--- src/rtl/walker_arbiter.sv ---
`default_nettype none
// ============================================================================
// Module   : walker_arbiter
// Purpose  : Round-robin sharing of one strobed LED walker between NREQ
//            requesters. Optional ISSUE timeout: WALKER_ARB_TIMEOUT_EN.
// Revision : 1.0 - initial release
// ============================================================================
module walker_arbiter #(
    parameter int NREQ           = 4,
    parameter int TIMEOUT_CYCLES = 36_000_000
) (
    input  logic                    i_clk,
    input  logic                    i_reset,
    input  logic [NREQ-1:0]         i_req,
    output logic [NREQ-1:0]         o_ack,
    output logic [NREQ-1:0]         o_done,
    output logic                    o_walk_req,
    input  logic                    i_walk_busy,
    output logic [$clog2(NREQ)-1:0] o_grant_id,
    output logic                    o_busy,
    output logic                    o_err
);

    localparam int         c_W     = $clog2(NREQ);
    localparam logic [1:0] c_IDLE  = 2'd0;
    localparam logic [1:0] c_ISSUE = 2'd1;
    localparam logic [1:0] c_WALK  = 2'd2;

    logic [1:0]      r_state_q,    w_state_d;
    logic [NREQ-1:0] r_pending_q,  w_pending_d;
    logic [c_W-1:0]  r_rr_q,       w_rr_d;
    logic [c_W-1:0]  r_grant_q,    w_grant_d;
    logic            r_walk_req_q, w_walk_req_d;
    logic [NREQ-1:0] r_ack_q,      w_ack_d;
    logic [NREQ-1:0] r_done_q,     w_done_d;
    logic            r_busy_q,     w_busy_d;
    logic            r_err_q,      w_err_d;
`ifdef WALKER_ARB_TIMEOUT_EN
    logic [31:0]     r_cnt_q,      w_cnt_d;
`endif

    logic           w_found;
    logic [c_W-1:0] w_win;
    logic [c_W:0]   w_idx;

    // Search pending from rr pointer upward, wrapping past NREQ-1.
    always_comb begin
        w_found = 1'b0;
        w_win   = '0;
        w_idx   = '0;
        for (int i = 0; i < NREQ; i++) begin
            w_idx = {1'b0, r_rr_q} + (c_W+1)'(i);
            if (w_idx >= (c_W+1)'(NREQ)) begin
                w_idx = w_idx - (c_W+1)'(NREQ);
            end
            if (!w_found && r_pending_q[w_idx[c_W-1:0]]) begin
                w_found = 1'b1;
                w_win   = w_idx[c_W-1:0];
            end
        end
    end

    always_comb begin
        w_state_d    = r_state_q;
        w_pending_d  = r_pending_q;
        w_rr_d       = r_rr_q;
        w_grant_d    = r_grant_q;
        w_walk_req_d = r_walk_req_q;
        w_ack_d      = '0;
        w_done_d     = '0;
        w_err_d      = 1'b0;
`ifdef WALKER_ARB_TIMEOUT_EN
        w_cnt_d      = r_cnt_q;
`endif
        case (r_state_q)
            c_IDLE: begin
                if (w_found && !i_walk_busy) begin
                    w_state_d          = c_ISSUE;
                    w_grant_d          = w_win;
                    w_walk_req_d       = 1'b1;
                    w_pending_d[w_win] = 1'b0;
                    w_rr_d             = (w_win == c_W'(NREQ-1)) ? '0 : w_win + 1'b1;
`ifdef WALKER_ARB_TIMEOUT_EN
                    w_cnt_d            = '0;
`endif
                end
            end
            c_ISSUE: begin
                if (i_walk_busy) begin
                    w_walk_req_d       = 1'b0;
                    w_ack_d[r_grant_q] = 1'b1;
                    w_state_d          = c_WALK;
                end
`ifdef WALKER_ARB_TIMEOUT_EN
                else if (r_cnt_q == 32'(TIMEOUT_CYCLES - 1)) begin
                    w_walk_req_d = 1'b0;
                    w_err_d      = 1'b1;
                    w_state_d    = c_IDLE;
                end else begin
                    w_cnt_d = r_cnt_q + 32'd1;
                end
`endif
            end
            c_WALK: begin
                if (!i_walk_busy) begin
                    w_done_d[r_grant_q] = 1'b1;
                    w_state_d           = c_IDLE;
                end
            end
            default: begin
                w_state_d    = c_IDLE;
                w_walk_req_d = 1'b0;
            end
        endcase
        // New requests are OR-ed in last so a same-cycle re-request survives its own grant.
        w_pending_d = w_pending_d | i_req;
        w_busy_d    = (w_state_d != c_IDLE);
    end

    always_ff @(posedge i_clk) begin
        if (i_reset) begin
            r_state_q    <= c_IDLE;
            r_pending_q  <= '0;
            r_rr_q       <= '0;
            r_grant_q    <= '0;
            r_walk_req_q <= 1'b0;
            r_ack_q      <= '0;
            r_done_q     <= '0;
            r_busy_q     <= 1'b0;
            r_err_q      <= 1'b0;
`ifdef WALKER_ARB_TIMEOUT_EN
            r_cnt_q      <= '0;
`endif
        end else begin
            r_state_q    <= w_state_d;
            r_pending_q  <= w_pending_d;
            r_rr_q       <= w_rr_d;
            r_grant_q    <= w_grant_d;
            r_walk_req_q <= w_walk_req_d;
            r_ack_q      <= w_ack_d;
            r_done_q     <= w_done_d;
            r_busy_q     <= w_busy_d;
            r_err_q      <= w_err_d;
`ifdef WALKER_ARB_TIMEOUT_EN
            r_cnt_q      <= w_cnt_d;
`endif
        end
    end

    assign o_ack      = r_ack_q;
    assign o_done     = r_done_q;
    assign o_walk_req = r_walk_req_q;
    assign o_grant_id = r_grant_q;
    assign o_busy     = r_busy_q;
`ifdef WALKER_ARB_TIMEOUT_EN
    assign o_err      = r_err_q;
`else
    assign o_err      = 1'b0;
`endif

endmodule
`default_nettype wire

--- config.mk ---
export PLATFORM = sky130hd
export DESIGN_NAME = walker_arbiter
export DESIGN_NICKNAME = d
export VERILOG_FILES = /design/src/rtl/walker_arbiter.sv
export SDC_FILE = /design/constraint.sdc
export NUM_CORES = 1
export LEC_CHECK = 0
export ABC_AREA = 1
export CORE_MARGIN = 1.5
export CORE_UTILIZATION = 54
export DETAILED_ROUTE_END_ITERATION = 8
export PLACE_DENSITY = 0.87
export SLEW_MARGIN = 20
export SYNTH_ARGS = -nofsm -noshare
export SYNTH_HDL_FRONTEND = slang
export SYNTH_SLANG_ARGS = --single-unit
--- constraint.sdc ---
create_clock -name i_clk -period 4 [get_ports i_clk]
set_input_delay 0.6 -clock i_clk [delete_from_list [all_inputs] [get_ports i_clk]]
set_output_delay 0.6 -clock i_clk [all_outputs]
set_load 0.01 [all_outputs]
# --- Word-level counts from Yosys, hierarchy flattened ---
# Cells that the tools add are included.
word_totals:
  register_bits: 20
  in_bits: 7
  output_inout_bits: 13
  elab_cells: 89
op_classes:
  addsub: 8
  order_cmp: 12
  eq_ne: 5
  mux: 34
  bitwise: 6
  n_reduce_logical: 16
op_table:
  columns: ["op", "n"]
  rows:
  - ["$mux 2", 12]
  - ["$lt 2x3->1 const B", 6]
  - ["$mux 1", 12]
  - ["$ge 3x3->1 const B", 3]
  - ["$bmux 1 s2", 4]
  - ["$mux 4", 2]
  - ["$sub 2x1->2 const B", 4]
  - ["$add 2x2->3 const B", 2]
  - ["$logic_and 1x1->1", 6]
  - ["$pmux 2 s3", 1]
  - ["$reduce_or 3->1", 2]
  - ["$and 4x4->4", 1]
  - ["$demux 1 s2", 2]
  - ["$eq 2x2->1 const B", 2]
  - ["$ge 2x1->1 const B", 2]
  - ["$logic_not 1->1", 4]
  - ["$ne 2x2->1 const B", 2]
  - ["$not 4->4", 1]
  - ["$or 4x4->4", 1]
  - ["$add 2x1->3 const B", 1]
  - ["$ge 2x3->1 const B", 1]
  - ["$not 1->1", 3]
  - ["$pmux 1 s3", 1]
  - ["$reduce_and 3->1", 1]
  - ["other kinds (5)", 5]

# --- Depth between registers and ports, before layout ---
# Gate-level depths: netlist of run 1.
depth:
  ltp_word: 23
  depth_mapped: 14
  mapped_depth_nobuf: 14

# --- Worst setup path before layout of run 1 ---
# No wires, ideal clock.
synth_path:
  kind: "register to register"
  from: "register r_rr_q[0]"
  to: "register r_rr_q[1]"
  setup_ns: 0.070
  arrival_time_ns: 1.496
  slack_ns: 2.434
  path_stages_with_launch: 12
  n_path_buf: 0
  synth_period_minus_slack_ns: 1.566
  path_cell_list: "dfxtp_1 inv_2 nand2_1 nand2_2 nand2_2 nand2_4 nor2_8 nand3_1 nand3_2 inv_1 ha_1 a21oi_1"
synth_between:
  elab_chain_cells: 16
  word_cells_on_any_way: 42
  cone_classes: "add/sub (8); order compare (4); eq/ne (1); mux (21); reduce/logical (8)"
synth_lines:
  columns: ["item", "line", "rtl"]
  rows:
  - ["from (decl)", "31", "logic [c_W-1:0] r_rr_q, w_rr_d;"]
  - ["from (signal assigned)", "137", "r_rr_q <= w_rr_d;"]
  - ["parallel branches: the longest is 16 deep, another holds $add 2x1->3", null, null]
# Several ways; the timed one is not identified. The select of a mux whose other input is x is not followed.
# A chain may end at the register's enable or synchronous reset.

# --- Worst setup path after layout of run 1 ---
layout_path:
  from: "register r_rr_q[0]"
  to: "register r_pending_q[1]"
layout_between:
  elab_chain_cells: 23
  word_cells_on_any_way: 48
  cone_classes: "add/sub (7); order compare (6); mux (24); bitwise (3); reduce/logical (8)"
layout_lines:
  columns: ["item", "line", "rtl"]
  rows:
  - ["parallel branches: the longest is 20 deep, another holds $add 2x1->3", null, null]
  - ["$mux 4 (*)", "77", "if (w_found && !i_walk_busy) begin"]
  - ["$mux 4 (*)", "75", "case (r_state_q)"]
  - ["$or 4x4->4 (*)", "116", "w_pending_d = w_pending_d | i_req;"]
  - ["to (signal assigned)", "136", "r_pending_q <= w_pending_d;"]
  - ["to (decl)", "30", "logic [NREQ-1:0] r_pending_q, w_pending_d;"]
# Every way passes the cells marked *. The select of a mux whose other input is x is not followed.

==> results.md, run 1 <==
Worst hold path:
- The min-delay analysis places its worst path in the category reg2reg.
- The number of stages on the worst hold path is 2.
- The source of the worst hold timing path is r_pending_q[3].
- The worst hold path endpoint is r_pending_q[3].

Pwr:
- IR analysis of the VDD net gives a maximum drop of 537 uV.
- Overall power consumption after layout is estimated at 1.02 mW.
- The analysis attributes to cell leakage a power of 0.616 nW.
- In this run the power density over the cells is 774 nW/um^2.

STA:
- The worst hold margin is 0.504 ns.
- The number of endpoints with negative hold slack in the final report is 0.
- On the final layout, the worst clock skew is 0.00344 ns.
- The count of final max-slew check failures is 0.
- The fraction of the cycle the final worst path needs is 53.7%.
- The accumulated negative setup slack is 0 ns.
- Setup repair after global routing left no endpoint under its margin.
- Setup violations remaining at the end of the flow were counted as 0.
- The remaining max-slew budget at the tightest pin is 65.3%.
- The smallest clock period supported by the final layout is computed as 2.15 ns.
- Derived from the worst setup path, the maximum achievable clock frequency is 0.465 GHz.
- The post-layout worst setup margin is 1.85 ns.
- The pin slew with the least headroom to its limit is 0.519 ns.

Synthesis:
- The mean instance size in the synthesized netlist is 7.26 sq um.
- The area of the mapped netlist is 1070 sq um.
- For this run, the number of Yosys warnings is 0.
- The total nets after synthesis is 156.
- In this run, synthesis produced a sequential element count of 20.
- Yosys mapped the design onto 28 distinct sky130hd cell types.
- The post-synthesis sequential area ratio is 37.3%.
- Counting every instance in the synthesized netlist gives 148.

Placed design:
- In this run the tool buffered the top-level ports with 18 buffer cells.
- The wire-length estimate of the detail-placed layout is 1710 microns.
- Once placement finished, the instance area stood at 1260 sq um.
- At the end of routability-driven placement, the weighted congestion stood at 0.871.
- The post-placement cell count is 188.
- OpenSTA, run right after detailed placement, puts the worst setup slack at 1.84 ns.

Clock tree:
- The number of sinks driven by the clock tree is 20.
- TritonCTS built the clock tree.
- Post-CTS repair changed the size of 0 cells.
- The later pin in the worst-skew pair is clocked with a latency of 0.31 ns.
- The number of buffers created by CTS is 3.
- The H-tree depth reported by CTS is 1.
- The master cell of the clock root buffer is sky130_fd_sc_hd__clkbuf_4.
- In this run, post-CTS hold repair placed 0 buffers.
- The clock input transition at the sequential cells of the worst setup and hold paths is 0.11 ns.
- The post-CTS setup buffer count is 0.
- Counting along the longest clock path gives a buffer depth of 2.

Floorplanning:
- The initial core utilization is 59.7%.
- The floorplan step set the die width to 47.6 microns.
- The floorplan step set the die height to 47.6 microns.
- During I/O placement, the number of pins put on the boundary was 20.
- The floorplan has 15 rows.
- The die footprint is 2270 sq um.
- The total area inside the core boundary comes to 1800 sq um.

Worst setup path:
- The worst register-to-register path begins at r_rr_q[0].
- Data on the critical path is required at its endpoint by 4.24 ns.
- The endpoint identified for the worst register-to-register timing path is r_pending_q[1].
- The worst-path maximum fanout is 14.
- The category of the worst setup path capture point is a register.
- The endpoint arrival time on the critical path is 2.39 ns.
- The flop-to-flop setup slack is 1.85 ns.
- The number of cells on the worst reg-to-reg path is 13.
- The critical path startpoint category is a register.
- The type of the setup path with the least slack is reg2reg.

Global route:
- The first-pass GRT wire length is 3640 microns.
- The largest net degree at the start of global routing is 15.
- For this run, the total global-route usage over all layers was measured as 22.9%.
- The final global-route overflow total is 0.
- The initial antenna violation count is 0.
- The via count of the first global-routing pass is 928.

Cells and area:
- Relative to the synthesized area, the layout overhead comes to 22.5%.
- The diode insertion count for antenna repair is 0.
- The layout cell share with drive strength beyond 1 is 17.4%.
- For this run, the share of the core covered by cells in the final layout is 73.1%.
- The count of placed standard cells in the final layout, fillers left out is 192.
- The number of nets in the layout is 176.
- Summing all non-filler instances in the final layout gives an area of 1320 sq um.

Run status:
- The run finished with clean final reports.

Detailed routing:
- The final route contains 958 vias.
- In the final routed layout, each cell accounts on average for 11.4 microns.
- In the routed layout, each cell is associated on average with a via count of 4.99.
- The first routing iteration left 23 violations.
- In the routed design, unresolved DRC markers number 0.
- The first detailed-routing pass ran for 4 iterations.
- In this run the remaining antenna-violating nets after routing total 0.
- For this block, the routed nets add up to 2180 microns of wire.

Run:
- The max-cap violation count is 0.
cell families (layout without fill, tap and decap cells):
kind of cell | Yosys count | in the layout | share of synthesized area [%]
adder cells (fa/ha/maj) | 1 | 1 | 1.16
other | 1 | 1 | 0.349
buffers and inverters | 25 | 44 | 10.0
flip-flops | 20 | 20 | 37.3
AO/OA/AOI/OAI | 16 | 16 | 9.55
AND/OR/NAND/NOR | 85 | 85 | 41.7
flip-flops by register name, indices dropped and copies added (netlist names):
name and flops:
o_grant_id 2, r_pending_q 4, o_ack 4, o_walk_req 1, o_done 4, o_busy 1, r_rr_q 2, r_state_q 2
power breakdown:
group          switching, mW  internal [mW]
Combinational          0.354          0.211
Clock                 0.0629          0.101
Sequential            0.0537          0.236
Total                  0.470          0.548
cell usage in the layout, fill, tap and decap left out:
cell type	instances
sky130_fd_sc_hd__nand2_4	3
sky130_fd_sc_hd__nand3b_4	1
sky130_fd_sc_hd__a21oi_2	2
sky130_fd_sc_hd__ha_1	1
sky130_fd_sc_hd__clkbuf_4	3
sky130_fd_sc_hd__a211oi_1	2
sky130_fd_sc_hd__inv_1	18
sky130_fd_sc_hd__nand2_2	8
sky130_fd_sc_hd__nand4_1	3
sky130_fd_sc_hd__o21ai_0	1
sky130_fd_sc_hd__o211ai_1	1
sky130_fd_sc_hd__nand3b_1	1
sky130_fd_sc_hd__nor2_1	6
sky130_fd_sc_hd__clkdlybuf4s50_1	18
sky130_fd_sc_hd__o21ai_2	2
sky130_fd_sc_hd__or2_1	1
sky130_fd_sc_hd__nand3_2	3
sky130_fd_sc_hd__nor3_1	8
sky130_fd_sc_hd__dfxtp_1	20
sky130_fd_sc_hd__inv_4	1
sky130_fd_sc_hd__or2_2	1
sky130_fd_sc_hd__inv_2	3
sky130_fd_sc_hd__a21oi_1	8
sky130_fd_sc_hd__bufinv_16	1
sky130_fd_sc_hd__nor2_8	1
sky130_fd_sc_hd__conb_1	1
sky130_fd_sc_hd__nand2_1	42
sky130_fd_sc_hd__nand3_1	7
worst max-delay path, stage by stage (launching register included):
cell,delay (ns)
sky130_fd_sc_hd__dfxtp_1,0.66
sky130_fd_sc_hd__inv_2,0.21
sky130_fd_sc_hd__nand2_1,0.10
sky130_fd_sc_hd__nand2_1,0.08
sky130_fd_sc_hd__nand2_2,0.11
sky130_fd_sc_hd__nand2_4,0.09
sky130_fd_sc_hd__nor2_8,0.12
sky130_fd_sc_hd__nand3_1,0.10
sky130_fd_sc_hd__nand3_2,0.13
sky130_fd_sc_hd__inv_1,0.06
sky130_fd_sc_hd__ha_1,0.18
sky130_fd_sc_hd__nand2_1,0.07
sky130_fd_sc_hd__a21oi_1,0.06
sky130_fd_sc_hd__nor2_1,0.10
worst max-delay path by stage:
| stage | cells after the start | slack [ns] | startpoint | to |
|---|---|---|---|---|
| floorplan | 11 | 2.43 | r_rr_q[0] | r_rr_q[1] |
| global placement | 8 | 1.91 | i_walk_busy | r_pending_q[1] |
| detailed placement | 8 | 1.84 | i_walk_busy | r_state_q[0] |
| CTS | 11 | 1.87 | r_rr_q[0] | r_pending_q[1] |
| global route | 11 | 1.67 | r_rr_q[0] | r_rr_q[1] |
| finish | 13 | 1.85 | r_rr_q[0] | r_pending_q[1] |
layer usage:
| metal | GRT usage (%) | routed length (microns) | vias to the layer above | share of wire, % |
|---|---|---|---|---|
| met3 | 3.40 | 43 | 7 | 2.0 |
| met2 | 39.7 | 1080 | 14 | 50 |
| met4 | 11.4 | 55 | 0 | 2.5 |
| met5 | 0 | 0 | - | 0 |
| met1 | 27.5 | 1000 | 428 | 46 |
| li1 | - | - | 509 | - |
layout make-up:
cell class / count / area (sq um)
Multi-Input combinational cell: 103 / 567
Tap cell: 25 / 31.3
Fill cell: 145 / 485
Sequential cell: 20 / 400
Inverter: 22 / 85.1
Clock buffer: 3 / 22.5
Clock inverter: 1 / 30.0
Timing Repair Buffer: 18 / 180
cells in the mapped netlist:
library cell / number / area (sq um)
sky130_fd_sc_hd__a211oi_1: 2 / 15.0
sky130_fd_sc_hd__a21oi_1: 8 / 40.0
sky130_fd_sc_hd__a21oi_2: 2 / 17.5
sky130_fd_sc_hd__buf_4: 1 / 7.51
sky130_fd_sc_hd__buf_6: 1 / 11.3
sky130_fd_sc_hd__clkbuf_1: 1 / 3.75
sky130_fd_sc_hd__conb_1: 1 / 3.75
sky130_fd_sc_hd__dfxtp_1: 20 / 400
sky130_fd_sc_hd__ha_1: 1 / 12.5
sky130_fd_sc_hd__inv_1: 18 / 67.6
sky130_fd_sc_hd__inv_2: 3 / 11.3
sky130_fd_sc_hd__inv_4: 1 / 6.26
sky130_fd_sc_hd__nand2_1: 42 / 158
sky130_fd_sc_hd__nand2_2: 8 / 50.1
sky130_fd_sc_hd__nand2_4: 3 / 33.8
sky130_fd_sc_hd__nand3_1: 7 / 35.0
sky130_fd_sc_hd__nand3_2: 3 / 30.0
sky130_fd_sc_hd__nand3b_1: 1 / 7.51
sky130_fd_sc_hd__nand3b_4: 1 / 20.0
sky130_fd_sc_hd__nand4_1: 3 / 18.8
sky130_fd_sc_hd__nor2_1: 6 / 22.5
sky130_fd_sc_hd__nor2_8: 1 / 20.0
sky130_fd_sc_hd__nor3_1: 8 / 40.0
sky130_fd_sc_hd__o211ai_1: 1 / 7.51
sky130_fd_sc_hd__o21ai_0: 1 / 5.00
sky130_fd_sc_hd__o21ai_2: 2 / 17.5
sky130_fd_sc_hd__or2_1: 1 / 6.26
sky130_fd_sc_hd__or2_2: 1 / 6.26
Power figures use the tool's default switching activity.
==> run 2, diff against run 1 <==
--- a/config.mk
+++ b/config.mk
@@ -7,9 +7,9 @@
 export LEC_CHECK = 0
 export ABC_AREA = 1
 export CORE_MARGIN = 1.5
-export CORE_UTILIZATION = 54
+export CORE_UTILIZATION = 45
 export DETAILED_ROUTE_END_ITERATION = 8
-export PLACE_DENSITY = 0.87
+export PLACE_DENSITY = 0.78
 export SLEW_MARGIN = 20
 export SYNTH_ARGS = -nofsm -noshare
 export SYNTH_HDL_FRONTEND = slang
==> constraint.sdc (replaced) <==
create_clock -name i_clk -period 1.8 [get_ports i_clk]
set_input_delay 0.27 -clock i_clk [delete_from_list [all_inputs] [get_ports i_clk]]
set_output_delay 0.27 -clock i_clk [all_outputs]
set_load 0.01 [all_outputs]
==> results.md, run 2 (synthesis gave the netlist of run 1 again) <==
Detailed routing:
- The DRC violation total after the first TritonRoute iteration was 16 (-30%).
- The wire length reported by the detailed router is 2460 microns (+13%).
- The post-route DRC violation count came to 0 (unchanged).
- The number of iterations in the first detailed-routing pass is 4 (unchanged).
- The routed via count is 1,028 (+7.3%).
- The number of nets with antenna violations after detailed routing is 0 (unchanged).
- The number of vias per cell after detailed routing is 4.97 (-0.47%).
- The mean routed wirelength per cell is 11.9 microns (+4.8%).

Clock tree:
- The number of buffers created by CTS was 3 (unchanged).
- Clock tree synthesis selected as its root buffer the cell sky130_fd_sc_hd__clkbuf_4.
- The maximum buffer depth of the clock tree is 2 (unchanged).
- The clock latency of the later-clocked register in the worst-skew pair came to 0.30 ns (about the same).
- The clock input transition at the sequential cells of the worst setup and hold paths is 0.11 ns (about the same).
- The H-tree depth reported by CTS is 1 (unchanged).
- The number of sinks driven by the clock tree is 20 (unchanged).
- TritonCTS built the clock tree.
- The hold buffer count at cts was 0 (unchanged).

Worst setup path:
- The endpoint arrival time on the critical path came to 1.92 ns (-0.47 ns).
- The depth of the worst register-to-register path is 12 (-1).
- On the critical path, the stage with the largest delay is an instance of sky130_fd_sc_hd__dfxtp_4.
- The worst register-to-register path begins at r_rr_q[0].
- The worst-path maximum fanout came to 5 (-9).
- STA classifies the critical path startpoint as a register.
- The required time at the endpoint of the critical path was 2.01 ns (-2.23 ns).
- The number of buffer and inverter instances along the worst setup path is 1 (-1).
- The flop-to-flop setup slack is 0.09 ns (-1.76 ns).
- The worst reg2reg path endpoint is r_pending_q[1].
- The worst setup path is of the reg2reg kind.
- The category of the worst setup path capture point is a register.
- The longest individual stage delay on the worst path is 0.38 ns (-0.28 ns).
- By instance count, the cell type seen most on the critical path is sky130_fd_sc_hd__nand2_2.
- The cell class contributing the biggest share of worst-path delay is simple AND/OR/NAND/NOR gates.
- The signal on the critical path passes through buf_6, nand2_1, nand2_2, nand2_2, nand2_4, nor2_8, nand4_1, nand3_2, ha_4, nand2_2, a21oi_2, nor2_1.

Cells and area:
- The diode insertion count for antenna repair came to 0 (unchanged).
- The library cells used most frequently in the layout, excluding fill and tap cells, are 38 x sky130_fd_sc_hd__nand2_1, 18 x sky130_fd_sc_hd__inv_1, 18 x sky130_fd_sc_hd__clkdlybuf4s50_1, 18 x sky130_fd_sc_hd__dfxtp_1.
- The area growth from synthesis to layout is 35.6%.
- The library cell used most frequently in the layout, excluding fill and tap cells, is sky130_fd_sc_hd__nand2_1.
- The number of nets in the layout is 188 (+6.8%).
- The count of placed standard cells in the final layout, fillers left out is 207 (+7.8%).
- The layout cell share with drive strength beyond 1 is 27.4% (+10 points).

Worst hold path:
- The number of stages on the worst hold path is 2 (unchanged).
- The source of the worst hold timing path is r_pending_q[3].
- In this run the worst hold path is classified as reg2reg.
- The worst hold path endpoint is r_pending_q[3].

Pwr:
- The peak supply drop is 1150 uV (+110%).
- The part of the power in combinational logic came to 61.9% (+6.4 points).
- The internal power is 1.47 mW (+170%).
- The share of total power in the clock network is 13.7% (-2.4 points).
- The part of the total power dissipated in sequential elements is 24.4% (-4.0 points).
- The power density over cell area came to 1800 nW/um^2 (+130%).
- The share of total power consumed by net switching is 44.1% (-2.1 points).
- The total net switching power is 1.16 mW (+150%).
- The static leakage is 0.683 nW (+11%).

Placed design:
- The quantity of I/O buffers inserted on ports came to 18 (unchanged).
- The post-placement cell count was 199 (+5.9%).
- The detailed-placement wirelength estimate is 1880 microns (+10%).
- The last weighted congestion value of the routability-driven placer was 0.877 (+0.64%).

Floorplanning:
- The I/O pin count is 20 (unchanged).
- The die outline height is 51.9 microns (+8.9%).
- The die width was 51.9 microns (+8.9%).
- The initial core utilization is 48.1% (-12 points).
- The core box area is 2230 sq um (+24%).
- The die footprint was 2690 sq um (+19%).
- The number of core rows is 17 (+2).

Global route:
- The initial antenna violation count is 0 (unchanged).
- The largest net degree at the start of global routing came to 13 (-2).
- The final global-route overflow total came to 0 (unchanged).
- The via count of the first global-routing pass is 978 (+5.4%).
- The global router's overall resource usage came to 19.9% (-3.0 points).
- The first-pass GRT wire length is 4080 microns (+12%).

STA:
- The final setup violation count is 0 (unchanged).
- The maximum frequency from static timing analysis is 0.585 GHz (+26%).
- The number of endpoints with negative hold slack in the final report is 0 (unchanged).
- Setup repair after global routing left no endpoint under its margin.
- The fraction of the cycle the final worst path needs is 95.0% (+41 points).
- The final critical path time including I/O delays and setup is 1.71 ns (-0.439 ns).
- The worst clock skew on the final layout is 0.00116 ns (-0.00228 ns).
- The accumulated negative setup slack was 0 ns (unchanged).
- The count of final max-slew check failures is 0 (unchanged).

Run status:
- The run finished with clean final reports.

Run:
- The max-cap violation count is 0 (unchanged).
run 2: cell count changes in the layout (fill, tap and decap cells not counted), sizes merged:
cell,previous run,this run
buf,0,12
run 2: worst max-delay path by stage:
stage           startpoint             end  slack (ns)  cells past startpoint
2_1_floorplan    r_rr_q[0]       r_rr_q[1]        0.23                     11
3_3_place_gp   i_walk_busy    r_state_q[0]        0.12                      8
3_5_place_dp   i_walk_busy  r_pending_q[1]        0.04                      8
4_1_cts          r_rr_q[1]  r_pending_q[1]        0.04                     12
5_1_grt          r_rr_q[0]  r_pending_q[1]       0.006                     12
6_report         r_rr_q[0]  r_pending_q[1]        0.09                     12
run 2: power groups by stage:
stage	logic [mW]	clock network [mW]	registers (mW)
floorplan	0.998	0	0.624
global placement	1.34	0	0.618
detailed placement	1.40	0	0.622
CTS	1.41	0.366	0.613
global route	1.79	0.380	0.655
finish	1.62	0.360	0.641
run 2: per-layer routing:
metal | vias to the layer above | GRT usage, % | part of all wire [%]
met5 | - | 0 | 0
met4 | 0 | 11.0 | 1.9
met3 | 5 | 1.44 | 1.2
met2 | 10 | 35.7 | 53
met1 | 480 | 23.1 | 43
li1 | 533 | - | -
run 2: layout make-up:
type | count | area, sq um
Sequential cell | 20 | 408
Inverter | 22 | 90.1
Clock buffer | 3 | 22.5
Multi-Input combinational cell | 103 | 598
Timing Repair Buffer | 30 | 274
Tap cell | 28 | 35.0
Fill cell | 182 | 776
Clock inverter | 1 | 30.0
run 2: per-stage QoR:
stage	hold WS, ns	instance area [sq um]	power [mW]	setup slack, ns	util [%]
floorplan	0.387	1070	1.62	0.234	-
global placement	0.465	1330	1.96	0.117	59.4
detailed placement	0.476	1330	2.02	0.0431	59.4
CTS	0.491	1380	2.39	0.0362	61.8
global route	0.530	1460	2.83	0.00630	65.3
finish	0.501	1460	2.63	0.0898	65.3
run 2: repair_timing:
item	in CTS	in global routing
endpoints found under the hold margin	0	0
gates resized for setup	0	15
buffers inserted	0	4
endpoints found under the setup margin	0	6
run 2: worst reg2reg max path, stage by stage, from the launching register on:
cell and delay (ns):
sky130_fd_sc_hd__dfxtp_4 0.38, sky130_fd_sc_hd__buf_6 0.13, sky130_fd_sc_hd__nand2_1 0.07, sky130_fd_sc_hd__nand2_2 0.06
sky130_fd_sc_hd__nand2_2 0.09, sky130_fd_sc_hd__nand2_4 0.09, sky130_fd_sc_hd__nor2_8 0.14, sky130_fd_sc_hd__nand4_1 0.12
sky130_fd_sc_hd__nand3_2 0.14, sky130_fd_sc_hd__ha_4 0.14, sky130_fd_sc_hd__nand2_2 0.05, sky130_fd_sc_hd__a21oi_2 0.15
sky130_fd_sc_hd__nor2_1 0.05
==> RTL change: new RTL, flow settings as in run 2 <==
Change the parameter `NREQ` from 4 to 8.
--- a/src/rtl/walker_arbiter.sv
+++ b/src/rtl/walker_arbiter.sv
@@ -7,5 +7,5 @@
 // ============================================================================
 module walker_arbiter #(
-    parameter int NREQ           = 4,
+    parameter int NREQ           = 8,
     parameter int TIMEOUT_CYCLES = 36_000_000
 ) (
Interface: changed (resized i_req, o_ack, o_done and o_grant_id); port bits go from 20 to 33. The function was not compared with the original's and may differ.
==> RTL change against run 2 <==
- the flow now finishes with violations (negative setup slack)
- critical path type unchanged
- routed wire length is 140% higher
- critical endpoint is now r_pending_q[0]
- final area rose by 110%
- hold slack lost 0.036 ns
- clock skew is 0.0038 ns higher
- non-clock buffer count increased by 31
- setup slack worse by 0.73 ns
- utilization rose by 8.7 points
- synthesized area grew 85%
- sequential cell count grew 14
Power is left out: the tool's default activity adds up to more than one toggle a clock period on the data nets, which glitch-free logic cannot reach.
==> RTL change: results (changes against run 2) <==
run status finished, violations left (was completed); failing checks negative setup slack; DP Worst Slack -0.5455 ns (was 0.04309 ns); XOR/XNOR Fraction of Synth Area 0.02713 (was 0); Multi-input gate area 0.001458 mm2 (was 598.1 um2); Clock Tree Root clkbuf_8 (was clkbuf_4); area post-placement 0.002565 mm2 (was 0.001328 mm2); IO Port Bufs 31 (was 18); GRT Resource Usage Total 0.2486 (was 0.1988); comb_multi_in 203 (was 103); final worst setup slack -0.6377 ns (was 0.08978 ns); mux share of post-synthesis cell area 0 (unchanged); Unique masters post-synth 33 (was 28); buffering overhead 0.1932 (was 0.1880); Clock-cell share 0.03000 (was 0.03605); Fillers 286 (was 182); Skew-Pair Late Insertion Delay 0.29 ns; Clock buffer cells 7 (was 3); critical path arrival 2.67 ns (was 1.92 ns); HP Start o_walk_req (was r_pending_q[3]); Post-CTS Resized 45 (was 0); layout cell share with drive strength beyond 1 0.3772 (was 0.2737); setup tns final -9.060 ns (was 0 ns); Commonest cells post-synth nand2_1, nor2_1, nand3_1 (was nand2_1, dfxtp_1, inv_1); adder-cell share of the synthesized area 0.01262 (was 0.01164); Final setup viols 17 (was 0); vias 2082 (was 1028); Worst R2R Path Depth 15 (was 12); Signal buffers 61 (was 30); inverters 36 (was 22); WL/cell 15.16 um (was 11.90 um); Worst Hold End o_walk_req (was r_pending_q[3]); detailed placement HPWL 3.793 mm (was 1.881 mm); top cells by area, synth dfxtp_1, nand2_1, nand3_1 (was dfxtp_1, nand2_1, inv_1); Final Skew 0.004993 ns (was 0.001156 ns); Synth Area in Compound Gates 0.07760 (was 0.09546); DRT iter0 DRCs 137 (was 16); Placer Congestion 0.9151 (was 0.8766); H-tree levels 2 (was 1); sequential area share after synthesis 0.3432 (was 0.3725); CTS buffer count 5 (was 3); RR Endpoint r_pending_q[0] (was r_pending_q[1]); number of nets in the layout 354 (was 188); CTS clk-pin slew, worst paths 0.07 ns (was 0.11 ns)
-- RTL change: per-stage QoR --
stage,hold WS [ns],std cells,utilization
detailed placement,0.4584,376,0.6233
finish,0.4650,392,0.7397
CTS,0.4706,389,0.7048
global placement,0.4568,376,0.6233
global route,0.5060,392,0.7397
floorplan,0.3430,278,-
-- RTL change: per-layer routing --
metal | global-route usage | share of wire | vias to the layer above
met5 | 0 | 0 | -
met4 | 0.1002 | 0.024 | 0
met3 | 0.05523 | 0.046 | 13
met2 | 0.4359 | 0.53 | 64
met1 | 0.2922 | 0.40 | 986
li1 | - | - | 1019
-- RTL change: worst max-delay path: stages (launching register included) --
cell,delay (ns)
dfxtp_4,0.37
inv_4,0.07
ha_4,0.15
xor2_4,0.20
inv_2,0.09
buf_4,0.14
nor2_1,0.21
o21bai_1,0.19
buf_4,0.17
nand4_1,0.15
buf_4,0.20
nand3_4,0.12
nor2_4,0.05
nand2_1,0.09
a21oi_2,0.06
nor2_1,0.09
